[src/rtl/store_merge_unit.sv]
// Register-to-memory store path: word stores write directly, byte/halfword
// stores read the enclosing word, merge the addressed lanes and write it back.
module store_merge_unit #(
    parameter int MEM_LAT = 1
) (
    input  logic        clk,
    input  logic        reset,
    input  logic        start,
    input  logic [1:0]  size,
    input  logic [31:0] addr,
    input  logic [31:0] reg_data,
    output logic [31:0] mem_addr,
    output logic        mem_wr,
    output logic [31:0] mem_wdata,
    input  logic [31:0] mem_rdata,
    output logic        busy,
    output logic        done,
    output logic        align_err,
    output logic [1:0]  state_dbg
);

    // Handshake: start is sampled only while busy=0; an accepted request keeps
    // busy high until its write, then exactly one of done/align_err pulses for
    // one cycle. A start in the done cycle is a fresh, accepted request.
    typedef enum logic [1:0] {
        IDLE  = 2'd0,
        READ  = 2'd1,
        WRITE = 2'd2
    } state_t;

    localparam logic [1:0] LAT_INIT = 2'(MEM_LAT);

    state_t      state;
    state_t      state_nxt;
    logic [1:0]  cnt;
    logic        byte_q;
    logic [1:0]  lane_q;
    logic [15:0] data_q;
    logic        req_err;
    logic        accept;
    logic [31:0] merged;

    assign req_err = (size == 2'b11)
                  || (size == 2'b01 && addr[0])
                  || (size == 2'b00 && addr[1:0] != 2'b00);
    assign accept  = (state == IDLE) && start;

    always_ff @(posedge clk or posedge reset) begin
        if (reset) begin
            state <= IDLE;
        end else begin
            state <= state_nxt;
        end
    end

    always_comb begin
        state_nxt = state;
        case (state)
            IDLE: begin
                if (start && !req_err) begin
                    state_nxt = (size == 2'b00) ? WRITE : READ;
                end
            end
            READ: begin
                if (cnt == 2'd1) begin
                    state_nxt = WRITE;
                end
            end
            WRITE:   state_nxt = IDLE;
            default: state_nxt = IDLE;
        endcase
    end

    always_comb begin
        mem_wr    = (state == WRITE);
        busy      = (state != IDLE);
        state_dbg = state;
    end

    // Only the addressed lane(s) are replaced; the rest come from memory.
    always_comb begin
        merged = mem_rdata;
        if (byte_q) begin
            case (lane_q)
                2'd0:    merged[7:0]   = data_q[7:0];
                2'd1:    merged[15:8]  = data_q[7:0];
                2'd2:    merged[23:16] = data_q[7:0];
                default: merged[31:24] = data_q[7:0];
            endcase
        end else if (lane_q[1]) begin
            merged[31:16] = data_q;
        end else begin
            merged[15:0] = data_q;
        end
    end

    always_ff @(posedge clk or posedge reset) begin
        if (reset) begin
            mem_addr  <= '0;
            mem_wdata <= '0;
            done      <= 1'b0;
            align_err <= 1'b0;
            cnt       <= '0;
            byte_q    <= 1'b0;
            lane_q    <= '0;
            data_q    <= '0;
        end else begin
            done      <= (state == WRITE);
            align_err <= accept && req_err;
            if (accept) begin
                byte_q   <= size[1];
                lane_q   <= addr[1:0];
                data_q   <= reg_data[15:0];
                mem_addr <= {addr[31:2], 2'b00};
                if (!req_err) begin
                    if (size == 2'b00) begin
                        mem_wdata <= reg_data;
                    end else begin
                        cnt <= LAT_INIT;
                    end
                end
            end else if (state == READ) begin
                cnt <= cnt - 2'd1;
                if (cnt == 2'd1) begin
                    mem_wdata <= merged;
                end
            end
        end
    end

endmodule

[config.mk]
export PLATFORM = sky130hd
export DESIGN_NAME = store_merge_unit
export DESIGN_NICKNAME = d
export VERILOG_FILES = /design/src/rtl/store_merge_unit.sv
export SDC_FILE = /design/constraint.sdc
export NUM_CORES = 1
export LEC_CHECK = 0
export CAP_MARGIN = 25
export CORE_UTILIZATION = 39
export DETAILED_ROUTE_END_ITERATION = 7
export PLACE_DENSITY = 0.81
export SLEW_MARGIN = 10
export SYNTH_ARGS = -nofsm -noshare
export SYNTH_HDL_FRONTEND = slang
export SYNTH_SLANG_ARGS = --single-unit
[constraint.sdc]
create_clock -name clk -period 2.6 [get_ports clk]
set_input_delay 0.52 -clock clk [delete_from_list [all_inputs] [get_ports clk]]
set_output_delay 0.52 -clock clk [all_outputs]
set_load 0.05 [all_outputs]
After elaboration in Yosys (flattened, before gate mapping)
Cells that the tools add are included.

Flip-flop bits (word level): 87. Bits of input ports: 101. Output and inout port bits: 70. Logic and storage cells: 61.

Add/subtract/negate cells: 1. Equal/unequal tests: 12. Mux-type cells: 20. Reduce and logical (&&, ||, !) cells: 19.

Operator list (number): 2-to-1 mux 32 bit (6); 2-to-1 mux 16 bit (2); 2-to-1 mux 8 bit (4); 2-to-1 mux 2 bit (7); == test 2 x 1 -> 1 bit, second input constant (4); nonzero test 2 bit (4); == test 2 bit, second input constant (3); logical NOT 2 bit (3); != test 2 bit, second input constant (3); logical AND 1 bit (5); != test 2 x 1 -> 1 bit, second input constant (2); one-hot mux 2 bit (2 select lines) (1); AND reduction 4 bit (1); AND reduction 3 bit (1); OR reduction 3 bit (1); logical OR 1 bit (2); AND reduction 2 bit (1); subtractor 2 x 1 -> 2 bit, second input constant (1); logical NOT 1 bit (1).

Longest topological paths before layout
Gate-level depths: netlist of run 1.

Word-level depth: 8. Mapped depth: 7. Depth with buffers taken out: 5.

Worst setup path after synthesis of run 1
OpenSTA, ideal clock, no wires.

Path type: reg2out. Start: register state[1], in the netlist state_dbg[1]. End: output port mem_wr. Arrival time: 1.492 ns. Data required time: 2.080 ns. Setup slack: 0.588 ns. Stages on the path, launching flop included: 2. Path buffers: 0. Path through: dfrtp_1 -> nor2b_1.

Longest elaborated chain between the ends: 1.

RTL lines: from (decl) (line 33) `state_t state;`; from (signal assigned) (line 52) `state <= state_nxt;`; == test 2 bit (line 75) `mem_wr = (state == WRITE);`; to (decl) (line 13) `output logic mem_wr,`.

Every way passes these cells.

Worst setup path in the final report of run 1
Same ends and word-level chain as after synthesis.

==> metrics.txt, run 1 <==
status finished, final reports clean; chip width 106 µm; final cycle utilization of the critical path 91.7%; DP Wirelength 8330 µm; Port Buf Inserts 168; Worst-path clk slew 0.09 ns; Seq/Total Area, Yosys 51.6%; Fin. Hold Viols 0; initial antenna violation count 0; Setup Buffers After CTS 0; worst-margin pin slew 0.691 ns; Routed Wire Length 12000 µm; simple-gate share of the synthesized area 20.2%; Setup WS pre-CTS 0.423 ns; worst endpoint required time 2.08 ns; fin util 59.7%; Root Driver clkbuf_8; vias in the first global route 3976; # H-tree levels 3; Design Power 0.00913 W; # diodes 0; # IOs 171; CTS buffer count 9; via/cell ratio 5.23; CP max FO 5; most frequent cells in the layout 168 x clkdlybuf4s50_1, 163 x nand2_1, 87 x dfrtp_1; CTS tree built; GRT Total Usage 21.7%; Comb power frac 59.8%; worst-case vdd ir drop 0.000710 V; Pins Over Slew Limit 0; net switching power 0.00453 W; Adder-Cell Fraction of Synth Area 0.296%; slowest stage cell, crit path clkdlybuf4s50_1; switching share of total power 49.6%; DR vias 3992; CTS resizes 0; Die ar. 11200 µm²; hold_buf cts 0; Leakage 2.75 nW; core area 10400 µm²; crit path DAT 1.86 ns; CTS sink cnt 87; flops & latches, synth 87; CTS max path bufs 2; CP Capture Type primary output; GRT overflow 0; Starting Density 40.5%; Post-synth EDFFs 0; P_int 0.00460 W; GP Congestion 0.836; final worst slack 0.216 ns; mux contribution to synthesized area 2.13%; CP cell instances nor2b_1, clkdlybuf4s50_1; Seq pwr share 28.0%; clock latency on the worst-skew pair 0.35 ns; R2R setup slack 0.63 ns; CP peak stage delay 0.82 ns; Area Overhead vs Synth 47.3%; commonest non-fill, non-tap cell in the layout clkdlybuf4s50_1; Iter 0 DRT Violations 214; distinct cell type count after synthesis 40; FP Rows 37; RSZ-0062 raised after global routing false; post-synthesis compound-gate area fraction 19.8%; Hold WS 0.479 ns; drt first pass iters 4; largest net degree at the start of global routing 88; Post-Syn Instances 472; drc violations 0; Clock Skew 0.0132 ns; Highest Clock Rate 0.419 GHz; delay-heaviest family, CP buffers and inverters; Synth Warn # 0; Worst Path Buf+Inv 1; first-pass GRT wire length 19200 µm; nets@finish 725; Worst setup SP type register; Relative slew margins 53.9%; WL/cell 15.7 µm; power per cell area 1470 nW/µm²; Final min period 2.38 ns; Worst Setup Path Type register to primary output; number of max-cap violations 0; setup TNS 0 ns; top_reg_cell synth dfrtp_1; synthesized area 4220 µm²; clock power share 12.3%; layout cells sized above 1 5.74%; Die Height 106 µm; ANT nets after route 0; syn avg cell area 8.94 µm²; largest family of logic cells by synthesized area simple AND/OR/NAND/NOR gates; Synth async-reset ratio 100%; XOR/XNOR share of the synthesized area 0%; Hold Crit Class register to register; final setup vio count 0
state kept, by name (all words and copies together), names as in the netlist:
name	count
mem_wdata	32
mem_addr	30
data_q	16
cnt	2
lane_q	2
state_dbg	2
align_err	1
byte_q	1
done	1
per-stage QoR:
step / instances / area, µm²
2_1_floorplan: 473 / 4230
3_3_place_gp: 748 / 5980
3_5_place_dp: 748 / 5980
4_1_cts: 763 / 6220
5_1_grt: 763 / 6220
6_report: 763 / 6220
worst reg2reg max path, stage by stage (launching register included):
cell and delay, ns:
dfrtp_1 0.68, clkinv_1 0.42, a22o_1 0.33, a221oi_1 0.28, o22ai_1 0.13
worst paths after layout:
check / endpoint / startpoint / cells after the start
setup reg to reg: mem_wdata[28] / byte_q / 4
max in group asynchronous: mem_addr[2] / reset / 3
hold reg to reg: mem_addr[17] / mem_addr[17] / 2
hold / removal: mem_addr[17] / mem_addr[17] / 2
min in group asynchronous: mem_addr[11] / reset / 3
setup / recovery: mem_wr / state_dbg[1] / 2
cell usage after synthesis (9+ instances only):
cell type,count,area share [%]
nor2_1,26,2.3
dfrtp_1,87,52
clkbuf_1,10,0.89
mux2i_1,9,2.1
a21oi_1,34,4.0
o21ai_0,10,1.2
inv_1,12,1.1
o2bb2ai_1,16,3.3
nand2_1,164,15
buf_2,16,1.9
nor2b_1,11,1.6
a211o_1,9,1.9
power by group through the flow:
stage,combinational (W),sequential [W],clock [W]
3_5_place_dp,0.00548,0.00257,0
4_1_cts,0.00549,0.00255,0.00115
3_3_place_gp,0.00537,0.00254,0
2_1_floorplan,0.00217,0.00414,0
6_report,0.00545,0.00255,0.00112
5_1_grt,0.00583,0.00264,0.00120
routing by layer:
| metal | routed length, µm | GRT usage [%] |
|---|---|---|
| met5 | 0 | 0 |
| met4 | 200 | 8.13 |
| met3 | 810 | 4.29 |
| met2 | 5890 | 36.7 |
| met1 | 5110 | 27.4 |
cells by family after synthesis:
family | count (synthesis)
other | 1
AO/OA/AOI/OAI | 115
flip-flops | 87
multiplexers | 9
adder cells (fa/ha/maj) | 1
buffers and inverters | 48
AND/OR/NAND/NOR | 211
area by class of cell:
| cell class | instances | area (µm²) |
|---|---|---|
| sequential | 87 | 2180 |
| timing repair buffer | 174 | 1780 |
| clock inverter | 5 | 106 |
| multi-input combinational | 338 | 1810 |
| fill | 905 | 4200 |
| inverter | 13 | 52.6 |
| tap | 136 | 170 |
| clock buffer | 10 | 128 |
(Power assumes the default switching activity.)
==> run 2: changes to the inputs <==
- CORE_MARGIN: default -> 1
==> results of run 2 <==
No change in the layout: final DEF, timing and power equal those of run 1.
==> run 3: changes to the inputs <==
- GPL_TIMING_DRIVEN: default -> 0
==> run 3 against run 2 <==
Compared with the run above:
- combinational power rose by 5.1%
- sequential share of layout area down 0.85 points
- non-clock buffer count increased by 31
- global-route usage up 2.8 points
- design area grew 2.5%
- die area unchanged
- clock skew down 0.0050 ns
- critical path type unchanged
- largest power group unchanged
==> metrics.txt, run 3 (same netlist as run 1, synthesis figures left out) <==
CP Launch Point state_dbg[1]; via/cell ratio 5.22 (-0.30%); placed cells 779 (+4.1%); vias in the first global route 4210 (+5.9%); drc violations 0 (unchanged); ANT nets after route 0 (unchanged); Pins Over Slew Limit 0 (unchanged); worst-case vdd ir drop 0.000926 V (+30%); Starting Density 40.5% (unchanged); crit path DAT 1.83 ns (-0.03 ns); WL/cell 16.8 µm (+6.8%); Final min period 2.35 ns (-0.0332 ns); GP Congestion 0.871 (+4.2%); Fin. Hold Viols 0 (unchanged); chip width 106 µm (unchanged); CTS max path bufs 2 (unchanged); CTS tree built; Post-Layout Cell Count 795 (+4.2%); worst-margin pin slew 0.621 ns (-0.0703 ns); Min-Delay Startpoint mem_addr[25]; most frequent cells in the layout 168 x clkdlybuf4s50_1, 164 x nand2_1, 87 x dfrtp_1; layout cells sized above 1 8.65% (+2.9 points); Routed Wire Length 13400 µm (+11%); largest registers mem_wdata x32, mem_addr x30, data_q x16; Design Power 0.00944 W (+3.4%); Die ar. 11200 µm² (unchanged); largest net degree at the start of global routing 34 (-61%); max FFs per register 32 (unchanged); worst endpoint required time 2.08 ns (about the same); drt first pass iters 7 (+3); core area 10400 µm² (unchanged); initial antenna violation count 0 (unchanged); GRT overflow 0 (unchanged); Leakage 2.87 nW (+4.3%); fin util 61.2% (+1.5 points); hold_buf cts 0 (unchanged); Relative slew margins 58.6% (+4.7 points); RR Startpoint state_dbg[1]; CTS resizes 0 (unchanged); Clock Skew 0.00818 ns (-0.00499 ns); GRT Total Usage 24.5% (+2.8 points); Die Height 106 µm (unchanged); Iter 0 DRT Violations 256 (+20%); DR vias 4147 (+3.9%); setup TNS 0 ns (unchanged); # H-tree levels 3 (unchanged); Worst Setup Path Type register to primary output; Setup Buffers After CTS 0 (unchanged); Worst Reg-to-Reg Cells 5 (+1); Setup WS pre-CTS 0.194 ns (-0.228 ns); CP max FO 5 (unchanged); DP Wirelength 9870 µm (+18%); Hold Crit Class register to register; FP Rows 37 (unchanged); Worst-path clk slew 0.09 ns (about the same); first-pass GRT wire length 21200 µm (+11%); CP Capture Type primary output; Area Overhead vs Synth 51.0%; # diodes 0 (unchanged); status finished, final reports clean; final worst slack 0.249 ns (+0.0332 ns); final cycle utilization of the critical path 90.4% (-1.3 points); CTS sink cnt 87 (unchanged); Top reg by flops mem_wdata; Root Driver clkbuf_8; Worst setup SP type register; final setup vio count 0 (unchanged); nets@finish 756 (+4.3%); CTS buffer count 9 (unchanged); number of max-cap violations 0 (unchanged); power per cell area 1480 nW/µm² (+0.85%); hold path depth 2 (unchanged); RSZ-0062 raised after global routing false; clock latency on the worst-skew pair 0.37 ns (+0.02 ns); # IOs 171 (unchanged); Highest Clock Rate 0.425 GHz (+1.4%); commonest non-fill, non-tap cell in the layout clkdlybuf4s50_1; Port Buf Inserts 168 (unchanged)
run 3: per-stage QoR:
step | area [µm²] | hold WS, ns
2_1_floorplan | 4230 | 0.451
3_3_place_gp | 6080 | 0.459
3_5_place_dp | 6120 | 0.462
4_1_cts | 6370 | 0.486
5_1_grt | 6370 | 0.497
6_report | 6370 | 0.484
run 3: area by class of cell:
type	instances	area, µm²
plain buffers	35	201
clock buffers	10	138
clock inverters	6	115
fillers	910	4040
inverters	13	52.6
multi-input cells	338	1800
flip-flops and latches	87	2180
well taps	136	170
repair buffers	170	1720
run 3: worst paths after layout:
check,endpoint,slack [ns]
setup / recovery,mem_wr,0.25
hold / removal,mem_addr[25],0.48
setup reg to reg,mem_wdata[10],0.74
hold reg to reg,mem_addr[25],0.48
max in group asynchronous,data_q[11],1.21
min in group asynchronous,mem_addr[4],0.59
run 3: where the power goes:
group	leakage (nW)	internal (W)	total (W)	switching, W
sequential	1.04	0.00201	0.00251	0.000495
clock	0.124	0.000672	0.00119	0.000521
combinational	1.71	0.00203	0.00573	0.00370
run 3: critical path, cell delays in order, from the launching register on:
cell and delay [ns]:
dfrtp_1 0.46, nor2b_1 0.19, clkdlybuf4s50_1 0.82
run 3: routing by layer:
metal  vias up  wire length (µm)  track usage, %
li1       1954                 -               -
met1      1991              5680            30.8
met2       179              6480            40.9
met3        23               911            5.52
met4         0               291            9.42
met5         -                 0               0
==> RTL change, RTL diff (settings of run 2) <==
Register the input `addr` before use, without a reset. The logic sees it one clock later. The other inputs are not delayed to match.
--- a/src/rtl/store_merge_unit.sv
+++ b/src/rtl/store_merge_unit.sv
@@ -30,6 +30,12 @@
 
     localparam logic [1:0] LAT_INIT = 2'(MEM_LAT);
 
+    logic [31:0] addr_q;
+
+    always_ff @(posedge clk) begin
+        addr_q <= addr;
+    end
+
     state_t      state;
     state_t      state_nxt;
     logic [1:0]  cnt;
@@ -41,8 +47,8 @@
     logic [31:0] merged;
 
     assign req_err = (size == 2'b11)
-                  || (size == 2'b01 && addr[0])
-                  || (size == 2'b00 && addr[1:0] != 2'b00);
+                  || (size == 2'b01 && addr_q[0])
+                  || (size == 2'b00 && addr_q[1:0] != 2'b00);
     assign accept  = (state == IDLE) && start;
 
     always_ff @(posedge clk or posedge reset) begin
@@ -109,9 +115,9 @@
             align_err <= accept && req_err;
             if (accept) begin
                 byte_q   <= size[1];
-                lane_q   <= addr[1:0];
+                lane_q   <= addr_q[1:0];
                 data_q   <= reg_data[15:0];
-                mem_addr <= {addr[31:2], 2'b00};
+                mem_addr <= {addr_q[31:2], 2'b00};
                 if (!req_err) begin
                     if (size == 2'b00) begin
                         mem_wdata <= reg_data;
Check against the original RTL: not equivalent (a bounded check fails within 4 cycles, from zero or initial values and one cycle with reset high).
==> RTL change against run 2 <==
Routed wire length grew 14%; cell count grew 12%; maximum frequency shrank 2.5%; sequential cell count grew 32; area after synthesis grew 17%; design area grew 18%; utilization grew 0.42 points; setup slack lost 0.061 ns; power grew 19%.
==> RTL change: results (changes against run 2) <==
Setup path
  • Setup crit start: state_dbg[1]$_DFFE_PP0P_
  • R2R cell count: 5 (+1)
  • FF-to-FF setup slack: 0.85 ns (+0.22 ns)
  • Max FO, Critical Path: 6 (+1)
  • FF-to-FF Start: lane_q[1]$_DFFE_PP0P_
  • R2R Path End: mem_wdata[12]$_DFFE_PP0P_

Placement
  • Post-Place Worst Slack: 0.4398 ns (+0.01700 ns)
  • Final Wtd Congestion: 0.8369 (+0.11%)
  • Placed Cells: 825 (+10%)
  • PortBufs: 168 (unchanged)
  • DP HPWL: 9432 um (+13%)

Synthesis
  • Post-synth ARST share: 73.11% (-27 points)
  • Largest cells by area after synthesis: dfrtp_1 (44%), dfxtp_1 (13%), nand2_1 (12%), a21oi_1 (3.5%), mux2i_1 (3.0%)
  • Sequential area share after synthesis: 57.17% (+5.6 points)
  • Ys Warns: 0 (unchanged)
  • Average cell area after synthesis: 9.588 um^2 (+7.2%)
  • Number of distinct library cells after synthesis: 37 (-7.5%)
  • Synth top cells by count: nand2_1 (160), dfrtp_1 (87), a21oi_1 (34)
  • Synth Area in Adders: 0.2539% (-0.043 points)
  • Mux cell area share after synthesis: 3.046% (+0.91 points)
  • Compound-Gate Fraction of Synth Area: 15.21% (-4.6 points)

GRT
  • Global Route Usage Sum: 22.43% (+0.72 points)
  • Largest net degree at the start of global routing: 66 (-25%)
  • GR met2 Demand/Resource: 37.01% (+0.27 points)
  • First-pass GRT wire length: 22450 um (+17%)
  • Vias in the first global route: 4560 (+15%)
  • Met1 usage: 27.99% (+0.55 points)
  • Grt met3 use: 7.200% (+2.9 points)

Route
  • First-iteration detailed-routing DRC count: 172 (-20%)
  • M1 WL: 5800 um (+13%)
  • Highest metal used: met4
  • Routed length per instance: 15.92 um (+1.2%)
  • Met3 routed WL: 963 um (+19%)
  • Met2 WL: 6757 um (+15%)

Clock network
  • # H-tree levels: 4 (+1)
  • Cts bufs inserted: 17 (+8)
  • Reg clk slew, reported paths: 0.06 ns (-0.03 ns)
  • Clk_lat worst skew: 0.40 ns (+0.05 ns)
  • Root buffer cell: clkbuf_16

Power
  • P_leak: 3.257 nW (+18%)
  • Worst VDD drop: 0.0008376 V (+18%)

Final layout
  • Fillers: 1017 (+12%)
  • Final #Nets: 778 (+7.3%)
  • Biggest regs: addr_q: 32 flops, mem_wdata: 32 flops, mem_addr: 30 flops
  • Final cell count without fillers: 857 (+12%)
  • Layout cells sized above 1: 7.837% (+2.1 points)

Timing
  • Layout Skew: 0.007786 ns (-0.005379 ns)
  • Slew Limit Headroom: 54.99% (+1.1 points)
  • Final Cycle Share: 94.03% (+2.3 points)

Run status
  • Outcome: complete, no violations
[RTL change: worst min-delay path by stage]
stage          cells past startpoint  slack (ns)                        to               start
4_1_cts                            2        0.42  mem_addr[10]$_DFFE_PP0P_  addr_q[10]$_DFF_P_
5_1_grt                            2        0.44  mem_addr[12]$_DFFE_PP0P_  addr_q[12]$_DFF_P_
6_report                           2        0.42  mem_addr[12]$_DFFE_PP0P_  addr_q[12]$_DFF_P_
3_5_place_dp                       2        0.41  mem_addr[12]$_DFFE_PP0P_  addr_q[12]$_DFF_P_
3_3_place_gp                       2        0.40   mem_addr[9]$_DFFE_PP0P_   addr_q[9]$_DFF_P_
2_1_floorplan                      2        0.40   mem_addr[2]$_DFFE_PP0P_   addr_q[2]$_DFF_P_
[RTL change: stage by stage]
step | utilization (%) | power, mW | area (um^2) | hold WS [ns]
after floorplan | - | 6.834 | 4936 | 0.3982
after CTS | 60.12 | 10.97 | 7312 | 0.4191
after global placement | 55.37 | 8.474 | 6734 | 0.4004
final | 60.12 | 10.88 | 7312 | 0.4157
after global routing | 60.12 | 11.53 | 7312 | 0.4391
after detailed placement | 55.37 | 8.621 | 6734 | 0.4094
[RTL change: cell type report]
cell class / count / area [um^2] / share of cell area (%)
clock buffers: 18 / 439.2 / 6.006
clock inverters: 14 / 138.9 / 1.899
inverters: 5 / 22.52 / 0.3080
multi-input cells: 354 / 1894 / 25.91
flip-flops and latches: 119 / 2818 / 38.54
well taps: 168 / 210.2 / 2.875
repair buffers: 179 / 1789 / 24.47
[RTL change: report_power, final]
part	internal, mW	switching [mW]
Combinational	1.96	3.53
Clock	1.37	0.916
Sequential	2.54	0.570
[RTL change: critical path, cell delays in order (launching register included)]
cell and delay [ns]:
dfrtp_1 0.50, nor2b_1 0.20, clkdlybuf4s50_1 0.82
